### config.mk
export PLATFORM = sky130hd
export DESIGN_NAME = line_write_merge
export DESIGN_NICKNAME = d
export VERILOG_FILES = /design/src/rtl/cache_pkg.sv /design/src/rtl/offset_2_lane.sv /design/src/rtl/line_write_merge.sv
export SDC_FILE = /design/constraint.sdc
export NUM_CORES = 1
export LEC_CHECK = 0
export BUFFER_PORTS_ARGS = -buffer_cell sky130_fd_sc_hd__buf_2
export CAP_MARGIN = 0
export CORE_UTILIZATION = 50
export DETAILED_ROUTE_END_ITERATION = 8
export GPL_ROUTABILITY_DRIVEN = 0
export PLACE_DENSITY = 0.77
export SKIP_CTS_REPAIR_TIMING = 1
export SYNTH_ARGS = -nofsm -noshare
export SYNTH_HDL_FRONTEND = slang
export SYNTH_SLANG_ARGS = --single-unit
### constraint.sdc
create_clock -name clk -period 2.9 [get_ports clk]
set_input_delay 0.58 -clock clk [delete_from_list [all_inputs] [get_ports clk]]
set_output_delay 0.58 -clock clk [all_outputs]
set_load 0.02 [all_outputs]
### src/rtl/cache_pkg.sv
// Shared widths, state encoding and constants for the line write-merge buffer.
package cache_pkg;

    localparam int ADDR_W     = 12;
    localparam int BYTE_W     = 8;
    localparam int LINE_BYTES = 16;
    localparam int OFFSET_W   = 4;
    localparam int TAG_W      = ADDR_W - OFFSET_W;

    localparam logic [LINE_BYTES-1:0] FULL_MASK = 16'hFFFF;

    typedef enum logic [1:0] {
        EMPTY   = 2'd0,
        MERGING = 2'd1,
        FLUSH   = 2'd2
    } state_t;

endpackage

### src/rtl/offset_2_lane.sv
// Block offset to one-hot byte-lane enable; drives both lane writes and mask update.
module offset_2_lane
    import cache_pkg::*;
(
    input  logic [OFFSET_W-1:0]   i_offset,
    output logic [LINE_BYTES-1:0] o_lane
);

    generate
        for (genvar gi = 0; gi < LINE_BYTES; gi++) begin : g_lane
            assign o_lane[gi] = (i_offset == OFFSET_W'(gi));
        end
    endgenerate

endmodule

### src/rtl/line_write_merge.sv
// Collects single-byte writes into one 16-byte line plus byte mask and hands the
// merged line to memory when full, on a line-address miss, or on flush.
module line_write_merge
    import cache_pkg::*;
(
    input  logic                         clk,
    input  logic                         rst_n,
    input  logic                         wr_valid,
    output logic                         wr_ready,
    input  logic [ADDR_W-1:0]            wr_addr,
    input  logic [BYTE_W-1:0]            wr_byte,
    input  logic                         flush,
    output logic                         mem_valid,
    input  logic                         mem_ready,
    output logic [TAG_W-1:0]             mem_line_addr,
    output logic [LINE_BYTES*BYTE_W-1:0] mem_line,
    output logic [LINE_BYTES-1:0]        mem_mask,
    output logic                         busy
);

    state_t                         r_state;
    state_t                         w_state_next;
    logic [TAG_W-1:0]               r_line_addr;
    logic [LINE_BYTES*BYTE_W-1:0]   r_line;
    logic [LINE_BYTES-1:0]          r_mask;

    logic [LINE_BYTES-1:0]          w_lane;
    logic [LINE_BYTES*BYTE_W-1:0]   w_base_line;
    logic [LINE_BYTES-1:0]          w_base_mask;
    logic [LINE_BYTES*BYTE_W-1:0]   w_line_merged;
    logic [LINE_BYTES-1:0]          w_mask_merged;
    logic                           w_hit;
    logic                           w_accept;
    logic                           w_handshake;

    offset_2_lane u_offset_2_lane (
        .i_offset (wr_addr[OFFSET_W-1:0]),
        .o_lane   (w_lane)
    );

    assign w_hit       = (wr_addr[ADDR_W-1:OFFSET_W] == r_line_addr);
    assign wr_ready    = (r_state == EMPTY) || ((r_state == MERGING) && w_hit);
    assign w_accept    = wr_valid && wr_ready;
    assign mem_valid   = (r_state == FLUSH);
    assign w_handshake = mem_valid && mem_ready;
    assign busy        = (r_state != EMPTY);

    // A write into an empty buffer starts from a clean line, so unwritten bytes stay 0.
    assign w_base_line   = (r_state == EMPTY) ? '0 : r_line;
    assign w_base_mask   = (r_state == EMPTY) ? '0 : r_mask;
    assign w_mask_merged = w_base_mask | w_lane;

    generate
        for (genvar gi = 0; gi < LINE_BYTES; gi++) begin : g_merge
            assign w_line_merged[gi*BYTE_W +: BYTE_W] =
                w_lane[gi] ? wr_byte : w_base_line[gi*BYTE_W +: BYTE_W];
        end
    endgenerate

    always_ff @(posedge clk or negedge rst_n) begin
        if (!rst_n) begin
            r_state <= EMPTY;
        end else begin
            r_state <= w_state_next;
        end
    end

    always_comb begin
        w_state_next = r_state;
        case (r_state)
            EMPTY: begin
                if (w_accept) w_state_next = MERGING;
            end
            MERGING: begin
                // A miss is never accepted here, so wr_valid without accept means a miss.
                if (w_accept) begin
                    if ((w_mask_merged == FULL_MASK) || flush) w_state_next = FLUSH;
                end else if (wr_valid || flush) begin
                    w_state_next = FLUSH;
                end
            end
            FLUSH: begin
                if (mem_ready) w_state_next = EMPTY;
            end
            default: w_state_next = EMPTY;
        endcase
    end

    always_ff @(posedge clk or negedge rst_n) begin
        if (!rst_n) begin
            r_line_addr <= '0;
            r_line      <= '0;
            r_mask      <= '0;
        end else if (w_handshake) begin
            r_line <= '0;
            r_mask <= '0;
        end else if (w_accept) begin
            r_line_addr <= wr_addr[ADDR_W-1:OFFSET_W];
            r_line      <= w_line_merged;
            r_mask      <= w_mask_merged;
        end
    end

    assign mem_line_addr = r_line_addr;
    assign mem_line      = r_line;
    assign mem_mask      = r_mask;

endmodule

==> metrics.md <==
| Metric | Value |
|---|---|
| Routed Wire Length | `18600 microns` |
| Worst setup EP type | `output pin` |
| Number of DRC markers after the initial detailed-route iteration | `406` |
| Final cell utilization of the core | `0.637` |
| Nets@finish | `660` |
| Via density | `6.51` |
| Row count | `41` |
| Maximum number of pins on one net before global-route repair | `87` |
| Sink Count | `154` |
| Layout Area Growth over Synthesis | `24.0%` |
| Data arrival time of the critical path | `1930 ps` |
| Synth top area share | `0.594` |
| Highest-count cells in the layout ignoring fill and taps | `178 x buf_2, 154 x dfrtp_1, 128 x a32o_1` |
| Port Buf Inserts | `179` |
| Routed vias | `5348` |
| Total negative setup slack | `0 ps` |
| Clock Pin Slew Worst Setup and Hold Paths | `60 ps` |
| Largest driver fanout on the critical path | `3` |
| Fraction of final layout cells sized beyond drive strength 1 | `0.377` |
| CTS tree | `yes` |
| Total chip power | `6.72 mW` |
| Leading cell type in the layout, fill and taps excluded | `buf_2` |
| Crit share post-route | `0.866` |
| FFs w/ async S/R, synth | `1.00` |
| Number of standard cells in the final layout excluding fillers | `821` |
| Min Hold Slack | `131 ps` |
| Required time of the critical path | `2320 ps` |
| Final hold viol count | `0` |
| Worst hold-check path type | `in -> async` |
| Number of iterations in the first detailed-routing pass | `5` |
| Initial Util | `0.514` |
| Global-route wire length before repair | `28600 microns` |
| Most used flip-flop cell after synthesis | `dfrtp_1` |
| H-Tree Depth | `4` |
| Number of antenna violations at the first check in global routing | `1` |
| Sequential cell area fraction in the yosys report | `0.594` |
| Max Freq | `0.398 GHz` |
| Number of maximum-capacitance violations | `0` |
| Category of the most critical setup path | `reg -> out` |
| Number of global-route vias before repair | `5130` |
| Die outline area | `13400 sq um` |
| Run status | `completed` |
| Post-Syn Nets | `502` |
| Worst-case vdd ir drop | `581 uV` |
| Number of enable-type register cells in the synthesized netlist | `0` |
| Maximum clock insertion buffer count | `2` |
| Count of boundary I/O pins | `180` |
| RSZ-0062 raised after global routing | `no` |
| Fillers | `1005` |
| Pwr dens | `836 nW/um^2` |
| Setup skew after layout | `10.3 ps` |
| Synthesized instance count | `477` |
| Clock insertion delay at the later pin of the skew report | `420 ps` |
| Register bit count reported by yosys | `154` |
| Final-report setup violation count | `0` |
| Post-Syn Area | `6480 sq um` |
| Residual overflow from global routing | `0` |
| Actual transition at the worst max-transition pin | `880 ps` |
| Core area | `12600 sq um` |
| Placed wire-length estimate | `12200 microns` |
| Minimum clock period after layout | `2510 ps` |
| Remaining routing DRC violations | `0` |
| Die Ht | `116 microns` |
| Synth area leaders | `dfrtp_1 59%, a32o_1 20%, a22o_1 2.3%` |
| Slew margin rel. | `0.413` |
| Path depth of the worst reg2reg path | `6` |
| DIE WIDTH | `116 microns` |
| Avg Cell Area, Syn | `13.6 sq um` |
| Startpoint type of the worst setup path | `flip-flop` |
| Post-DR wirelength/cell | `22.6 microns` |
| Number of buffers created by CTS | `17` |
| Total number of yosys warnings | `0` |
| Remaining number of nets flagged by the antenna check after routing | `0` |
| Number of max-slew violations in the final report | `0` |
| Standby leakage power | `3.96 nW` |
| Clk Tree Root Cell | `clkbuf_16` |
| Synth unique cells | `45` |
| Placed Cells | `788` |
| Tot GR Track Use | `0.285` |
| Synth area leader | `dfrtp_1` |
==> worst paths after layout <==
kind	to	slack (ps)	start
setup / recovery	wr_ready	390	mem_line_addr[7]
hold / removal	mem_line[53]	130	rst_n
setup reg to reg	mem_line[85]	690	mem_line_addr[7]
hold reg to reg	mem_line[25]	480	mem_line[25]
max in group asynchronous	mem_mask[2]	1950	rst_n
min in group clk	mem_line_addr[0]	420	wr_addr[4]
==> worst max-delay path, stage by stage, from the launching register on <==
cell,delay (ps)
dfrtp_1,410
xnor2_1,210
nand4_2,160
or2_1,280
a21oi_1,240
buf_2,210
==> state kept, by name (all words and copies together), names as in the netlist <==
signal         cells
mem_mask          16
mem_line_addr      8
r_state            2
mem_line         128
==> metrics by stage <==
| stage | setup WS (ps) | instance area [sq um] |
|---|---|---|
| finish | 387 | 8040 |
| floorplan | 741 | 6480 |
| detailed placement | 527 | 7460 |
| global route | 321 | 8040 |
| global placement | 592 | 7460 |
| CTS | 387 | 8040 |
==> metal layers <==
metal,up-vias,wire length [microns],global-route usage
li1,2277,-,-
met2,262,9220,0.444
met3,30,1480,0.0659
met4,0,372,0.113
met1,2779,7490,0.389
met5,-,0,0
==> logic make-up after synthesis <==
family	after synthesis	synth area share
muxes	10	0.0170
DFF	154	0.594
xor gates and xnor gates	8	0.0108
AOI/OAI and AO/OA	194	0.284
buffers and inverters	54	0.0440
and+or+nand+nor	57	0.0498
==> area by class of cell <==
cell class                 count  area (sq um)  area share
multi-input combinational    269          2360       0.293
clock buffer                  23           488      0.0607
clock inverter                 9          88.8      0.0110
sequential                   154          3850       0.479
inverter                       2          7.51    0.000934
antenna                        1          2.50    0.000311
tap                          172           215      0.0268
timing repair buffer         191          1030       0.128
==> cell usage after synthesis (2+ instances only) <==
master,n
nand3b_1,2
and3_1,2
xnor2_1,8
inv_1,2
a22o_1,17
a22oi_1,2
buf_6,8
buf_1,11
o41ai_1,7
nor3b_1,2
nand2_1,11
a32o_1,128
or2_2,3
mux2i_1,2
clkbuf_1,19
buf_2,12
o41ai_2,9
a21oi_1,18
nor2b_1,2
and3b_1,2
mux2_2,8
nand4_2,2
dfrtp_1,154
nand2b_1,5
nor2_1,17
o21bai_1,2
o211ai_1,3
buf_4,2
==> where the power goes <==
group,internal (mW),switching (mW)
combinational,0.647,1.36
clock,1.27,0.851
sequential,2.40,0.195
total,4.32,2.40
Power figures use the tool's default switching activity.
